**config.mk**
```make
export PLATFORM = sky130hd
export DESIGN_NAME = fetch_ctrl
export DESIGN_NICKNAME = d
export VERILOG_FILES = /design/src/rtl/fetch_ctrl.sv
export SDC_FILE = /design/constraint.sdc
export NUM_CORES = 1
export LEC_CHECK = 0
export CAP_MARGIN = 15
export CORE_MARGIN = 5
export CORE_UTILIZATION = 45
export DETAILED_ROUTE_END_ITERATION = 16
export PLACE_DENSITY = 0.86
export SYNTH_ARGS = -nofsm -noshare
export SYNTH_HDL_FRONTEND = slang
export SYNTH_SLANG_ARGS = --single-unit
```
**constraint.sdc**
```tcl
create_clock -name clk_i -period 2.5 [get_ports clk_i]
set_input_delay 0.25 -clock clk_i [delete_from_list [all_inputs] [get_ports clk_i]]
set_output_delay 0.25 -clock clk_i [all_outputs]
set_load 0.03 [all_outputs]
```
**src/rtl/fetch_ctrl.sv**
```systemverilog
// fetch_ctrl: instruction-fetch sequencer. Owns the PC, issues one imem
// word fetch at a time, hands the word to decode over valid/ready and
// applies trap/jump/branch redirects, draining any wrong-path response.
module fetch_ctrl #(
  parameter logic [31:0] RESET_PC = 32'h0000_0000,
  parameter logic [31:0] TRAP_VEC = 32'h0000_0100
) (
  input  logic        clk_i,
  input  logic        rst_ni,
  output logic        imem_req_o,
  output logic [31:0] imem_addr_o,
  input  logic        imem_gnt_i,
  input  logic        imem_rvalid_i,
  input  logic [31:0] imem_rdata_i,
  output logic        instr_valid_o,
  output logic [31:0] instr_o,
  output logic [31:0] instr_pc_o,
  input  logic        instr_ready_i,
  input  logic        br_taken_i,
  input  logic [31:0] br_target_i,
  input  logic        jmp_valid_i,
  input  logic [31:0] jmp_target_i,
  input  logic        trap_i,
  output logic [31:0] pc_o,
  output logic        misalign_o
);

  localparam logic [2:0] S_IDLE  = 3'd0;
  localparam logic [2:0] S_REQ   = 3'd1;
  localparam logic [2:0] S_WAIT  = 3'd2;
  localparam logic [2:0] S_VALID = 3'd3;
  localparam logic [2:0] S_DRAIN = 3'd4;

  logic [2:0]  state_q, state_d;
  logic [31:0] pc_q, pc_d;
  logic [31:0] addr_q, addr_d;     // address of the granted, in-flight fetch
  logic [31:0] instr_q, instr_d;
  logic [31:0] ipc_q, ipc_d;
  logic        valid_q, valid_d;
  logic        req_q, req_d;
  logic        mis_q, mis_d;

  logic        redir;
  logic [31:0] tgt;
  logic        tgt_mis;
  logic [31:0] new_pc;

  // Redirect target selection: trap > jump > branch; misaligned br/jmp
  // targets fall back to the trap vector.
  always_comb begin
    redir   = (state_q != S_IDLE) && (trap_i || jmp_valid_i || br_taken_i);
    tgt     = trap_i ? TRAP_VEC : (jmp_valid_i ? jmp_target_i : br_target_i);
    tgt_mis = !trap_i && (tgt[1:0] != 2'b00);
    new_pc  = tgt_mis ? TRAP_VEC : tgt;
  end

  // Next-state logic for the fetch FSM and its datapath registers.
  always_comb begin
    state_d = state_q;
    pc_d    = pc_q;
    addr_d  = addr_q;
    instr_d = instr_q;
    ipc_d   = ipc_q;
    valid_d = valid_q;
    mis_d   = 1'b0;
    case (state_q)
      S_IDLE: state_d = S_REQ;
      S_REQ: begin
        if (redir) begin
          // A granted request still returns a response that must be dropped.
          state_d = imem_gnt_i ? S_DRAIN : S_REQ;
        end else if (imem_gnt_i) begin
          addr_d  = pc_q;
          pc_d    = pc_q + 32'd4;
          state_d = S_WAIT;
        end
      end
      S_WAIT: begin
        if (redir) begin
          state_d = imem_rvalid_i ? S_REQ : S_DRAIN;
        end else if (imem_rvalid_i) begin
          instr_d = imem_rdata_i;
          ipc_d   = addr_q;
          valid_d = 1'b1;
          state_d = S_VALID;
        end
      end
      S_VALID: begin
        if (redir || instr_ready_i) begin
          valid_d = 1'b0;
          state_d = S_REQ;
        end
      end
      S_DRAIN: begin
        if (imem_rvalid_i) state_d = S_REQ;
      end
      default: state_d = S_IDLE;
    endcase
    if (redir) begin
      pc_d    = new_pc;
      valid_d = 1'b0;
      mis_d   = tgt_mis;
    end
  end

  // The request line is registered: it is high exactly while in REQ.
  assign req_d = (state_d == S_REQ);

  // State and output registers.
  always_ff @(posedge clk_i or negedge rst_ni) begin
    if (!rst_ni) begin
      state_q <= S_IDLE;
      pc_q    <= RESET_PC;
      addr_q  <= 32'd0;
      instr_q <= 32'd0;
      ipc_q   <= 32'd0;
      valid_q <= 1'b0;
      req_q   <= 1'b0;
      mis_q   <= 1'b0;
    end else begin
      state_q <= state_d;
      pc_q    <= pc_d;
      addr_q  <= addr_d;
      instr_q <= instr_d;
      ipc_q   <= ipc_d;
      valid_q <= valid_d;
      req_q   <= req_d;
      mis_q   <= mis_d;
    end
  end

  assign imem_req_o    = req_q;
  assign imem_addr_o   = pc_q;
  assign pc_o          = pc_q;
  assign instr_valid_o = valid_q;
  assign instr_o       = instr_q;
  assign instr_pc_o    = ipc_q;
  assign misalign_o    = mis_q;

endmodule
```
# [Word level (Yosys, flattened, before mapping)]
# Cells that the tools add are included.
# W data, S select, Z words.
[classes] bitwise=1 n_mux=20 shifts=0 reduce_logical=16 eq_ne=7 n_lt_le_gt_ge=0 addsub=1 mul=0 n_div=0
[op_table] operator="$mux W32" count=6
[op_table] operator="$add A32 B3 Y32 const B" count=1
[op_table] operator="$mux W3" count=8
[op_table] operator="$pmux W3 S5" count=1
[op_table] operator="$reduce_and A3 Y1" count=3
[op_table] operator="$eq A3 B1 Y1 const B" count=2
[op_table] operator="$eq A3 B2 Y1 const B" count=2
[op_table] operator="$ne A3 B3 Y1 const B" count=2
[op_table] operator="$reduce_bool A2 Y1" count=3
[op_table] operator="$reduce_bool A3 Y1" count=2
[op_table] operator="$mux W1" count=4
[op_table] operator="$eq A3 B3 Y1 const B" count=1
[op_table] operator="$logic_not A3 Y1" count=1
[op_table] operator="$logic_or A1 B1 Y1" count=3
[op_table] operator="$logic_and A1 B1 Y1" count=2
[op_table] operator="$pmux W1 S2" count=1
[op_table] operator="$reduce_and A2 Y1" count=1
[op_table] operator="$logic_not A1 Y1" count=1
[op_table] operator="$not A1 Y1" count=1
[word_totals] regBits=134 n_memories=0 romBits=0 ramBits=0 elab_cells=53 latchBits=0

# [Longest topological paths before layout]
[depth] word_depth=7 depth_mapped=9 mapped_depth_nobuf=6

# [Least setup slack after synthesis]
# OpenSTA, ideal clock, no wires.
[synth_timing] path_type="register to register" start="register pc_q[2] (netlist: imem_addr_o[2])" end="register pc_q[24] (netlist: imem_addr_o[24])" t_arrival_ns=2.039 n_path_buf=1 setup_time_ns=0.127 synth_period_minus_slack_ns=2.165 slack_ns=0.335 stages_incl_launch_ff=8 required_ns=2.373 cell_sequence="dfrtp_1 > ha_1 > nand3_1 > or3_1 > clkbuf_1 > nor3_2 > a31o_2 > o2bb2a_1"
[synth_via] elab_chain_len=4
[synth_lines] element="start, declared" line_no="35" rtl="logic [31:0] pc_q, pc_d;"
[synth_lines] element="start signal, assigned" line_no="122" rtl="pc_q <= pc_d;"
[synth_lines] element="$add A32 B3 Y32" line_no="74" rtl="pc_d = pc_q + 32'd4;"
[synth_lines] element="$mux W32" line_no="72" rtl="end else if (imem_gnt_i) begin"
[synth_lines] element="$mux W32" line_no="66" rtl="case (state_q)"
[synth_lines] element="$mux W32" line_no="99" rtl="if (redir) begin"
# No other way between the ends. The select of a mux whose other input is x is not followed.
# A chain may end at the register's enable or synchronous reset.

# [Worst setup path after layout]
[layout_timing] start="register state_q[2]" end="register pc_q[28] (netlist: imem_addr_o[28])"
[layout_via] elab_chain_len=4
[layout_lines] element="start, declared" line_no="34" rtl="logic [2:0] state_q, state_d;"
[layout_lines] element="start signal, assigned" line_no="121" rtl="state_q <= state_d;"
[layout_lines] element="$reduce_bool A3 Y1" line_no="51" rtl="redir = (state_q != S_IDLE) && (trap_i || jmp_valid_i || br_taken_i);"
[layout_lines] element="$logic_and A1 B1 Y1" line_no="51"
[layout_lines] element="$reduce_bool A2 Y1 (no line)"
[layout_lines] element="$reduce_and A2 Y1 (no line)"
# Parallel ways exist; a longest one is shown, timed or not.

==> run metrics <==
status complete, no violations; WP data arrival 2470 ps; Worst setup EP type flop; largest net degree at the start of global routing between 60 and 70; Synth Warn # 0; H-tree levels 4; CP cell instances nor3_2 -> buf_4 -> or2_2 -> nand2_1 -> o221a_2; Sum Neg Setup Slack 0 ps; Num CTS Buffers 17; gr ovfl total 0; clk_skew 8.685 ps; Synth Instances 550; Leak 0.004261 uW; Worst setup SP type flop; R2R depth 5; gpl congestion approximately 0.9; Reg2Reg Setup Slack 340 ps; die width 129.8 um; PwrDens 735.6 nW/um^2; fill cell count 1,006; crit path max fanout 14; Final ANT Viol Nets 0; hpwl dp 13,570 um; FF+latch count, synth 134; root cell of the clock tree clkbuf_16; Critical Path Max Stage Delay approximately 480 ps; I/O pins roughly 240; cell family with most CP delay simple AND/OR/NAND/NOR gates; Antenna Cells 0; Port Buffers 234; initial antenna violation count 0; VDD IR max about 0.00045 V; clk buf depth 2; Worst Tran Pin Value slightly below 800 ps; commonest non-fill, non-tap cells in the layout clkdlybuf4s50_1 (232), dfrtp_1 (134), mux2_2 (98), nor2_1 (31), a21oi_1 (28); FF+latch area 3353 sq um; Seq/Total Area, Yosys 51.93%; area taken by multi-input logic gates 2699 sq um; dominant synthesized flop cell dfrtp_1; Req. time, crit path between 2000 and 3000 ps; Slew headroom 46.74%; synthesized area 6457 sq um; first-pass GRT wire length 28,560 um; Slew Limit Fails 0; CTS tree done; Core Area 13,990 sq um; RSZ-0062 raised after global routing false; Syn Area/Cell 11.74 sq um; Hold Path Stages 4; gr usage total a little over a fifth; TritonRoute pass-1 iters 4; Hold/Removal Path Class in2reg; Final Cycle Share 86.42%; Critical R2R Capture imem_addr_o[28]; Synthesized Nets 655; vias in the first global route 5,437; WP buf/inv 1; FP Rows 43; number of hold violations in the final report 0; Via density between 5 and 6; fraction of layout cells with a size suffix above 1 between 20 and 25%; hold path start jmp_valid_i; Setup violations, final 0; drc violations 0; dpl cells 930; Maximum Capacitance Violations 0; via count 5,180; routed wire length 18,090 um; Fmax 0.4629 GHz; worst skew pair latency 420 ps; Clk pin slew, worst setup/hold paths 60 ps; leading cell type in the layout, fill and taps excluded clkdlybuf4s50_1; CTS resizes 0; Reg2Reg Launch Point state_q[2]; Final nets 875; Worst path slowest cell dfrtp_1; Die Ht 129.8 um; Post-Layout Cell Count ~960; initial DRC count 332; EDFF count, synth 0; synth-to-layout area growth 46.97%; clock period minus final worst setup slack around 2200 ps; Post-CTS Setup Bufs 0; WL/cell 18.78 um; worst hold path endpoint misalign_o; Initial Util 46.16%; critical path class reg2reg; post-synth cell types between 50 and 60; clk sinks 134; die area 16,850 sq um; Async S/R FF share, synth 100.0%
-- cells by family (layout without fill, tap and decap cells) --
group           Yosys count  in the layout  synth area share, %
fa+ha+maj                 1              1               0.1937
buf+inv                  65            298                6.355
mux                     123            123                20.96
xor+xnor                  8              8                1.085
flops                   134            134                51.93
simple gates            134            134                11.10
compound gates           85             85                8.371
-- per-stage QoR --
stage	setup WS (ps)	utilization (%)	instance area [sq um]	power [uW]	hold slack [ps]
finish	339.5	67.84	9490	6981	278.8
global route	224.7	67.84	9490	7276	301.9
CTS	352.6	67.84	9490	7036	273.0
detailed placement	148.5	63.26	8850	4369	278.4
global placement	191.5	63.26	8850	4322	273.8
floorplan	334.8	-	6457	3620	-45.59
-- sequential cells by signal, summed over array words and instances (netlist names) --
| signal | cells |
|---|---|
| addr_q | 32 |
| imem_addr_o | 32 |
| imem_req_o | 1 |
| instr_o | 32 |
| instr_pc_o | 32 |
| instr_valid_o | 1 |
| misalign_o | 1 |
| state_q | 3 |
-- layer usage --
metal	vias up	part of all wire (%)	GRT usage, %
met2	225	49	36.58
met3	23	9.4	5.690
met5	-	0	0
met4	0	1.2	6.112
li1	2406	-	-
met1	2526	40	28.09
-- how the worst max path moves through the flow --
stage,cells past startpoint,slack (ps),start,endpoint
5_1_grt,6,220,imem_addr_o[4],imem_addr_o[25]
6_report,5,340,state_q[2],imem_addr_o[28]
3_5_place_dp,7,150,jmp_target_i[0],imem_addr_o[4]
4_1_cts,5,350,state_q[2],imem_addr_o[28]
3_3_place_gp,7,190,jmp_target_i[0],imem_addr_o[8]
2_1_floorplan,7,330,imem_addr_o[2],imem_addr_o[24]
-- worst register-to-register path, delay by kind of cell (launching register included) --
kind                   cells  cell delay [ps]
AND/OR/NAND/NOR            3             1010
buffers and inverters      1              150
flip-flops                 1              480
AO/OA/AOI/OAI              1              410
-- timing repair --
action,4_1_cts,5_1_grt
endpoints found under the hold margin,61,0
hold buffers,1,0
endpoints found under the setup margin,0,0
-- Yosys cell counts (2+ instances only) --
| cell type | number | area share [%] |
|---|---|---|
| a21oi_1 | 28 | 2.2 |
| buf_2 | 19 | 1.5 |
| a2bb2oi_1 | 4 | 0.54 |
| buf_6 | 3 | 0.52 |
| xnor2_1 | 2 | 0.27 |
| mux2i_1 | 25 | 3.9 |
| or2_2 | 2 | 0.19 |
| o21ai_1 | 2 | 0.16 |
| and4_1 | 2 | 0.27 |
| nor3_1 | 15 | 1.2 |
| nor3_2 | 2 | 0.31 |
| mux2_2 | 98 | 17 |
| nor2_1 | 32 | 1.9 |
| nand4_1 | 8 | 0.78 |
| or3_1 | 3 | 0.29 |
| nand2_1 | 20 | 1.2 |
| nor4_1 | 3 | 0.29 |
| and2_1 | 7 | 0.68 |
| o21ai_0 | 14 | 1.1 |
| nand3_1 | 16 | 1.2 |
| nor2_2 | 3 | 0.29 |
| clkbuf_1 | 8 | 0.47 |
| buf_4 | 32 | 3.7 |
| inv_1 | 3 | 0.17 |
| xor2_1 | 6 | 0.81 |
| o22ai_1 | 11 | 1.1 |
| a31oi_1 | 3 | 0.29 |
| or4_1 | 2 | 0.23 |
| and3_1 | 7 | 0.68 |
| o22a_1 | 8 | 1.1 |
| o21a_1 | 5 | 0.58 |
| dfrtp_1 | 134 | 52 |
| a211oi_1 | 2 | 0.23 |
| nor2b_1 | 3 | 0.29 |
-- power breakdown --
group,switching [uW],internal [uW]
clock,976,1680
sequential,190,2380
combinational,953,808
-- area by class of cell --
class	instances	share of cell area, %
clock buffer	18	4.522
clock inverter	14	2.123
inverter	3	0.1187
multi-input combinational	351	28.44
sequential	134	35.33
tap	180	2.373
timing repair buffer	263	27.09
(Power assumes the default switching activity.)
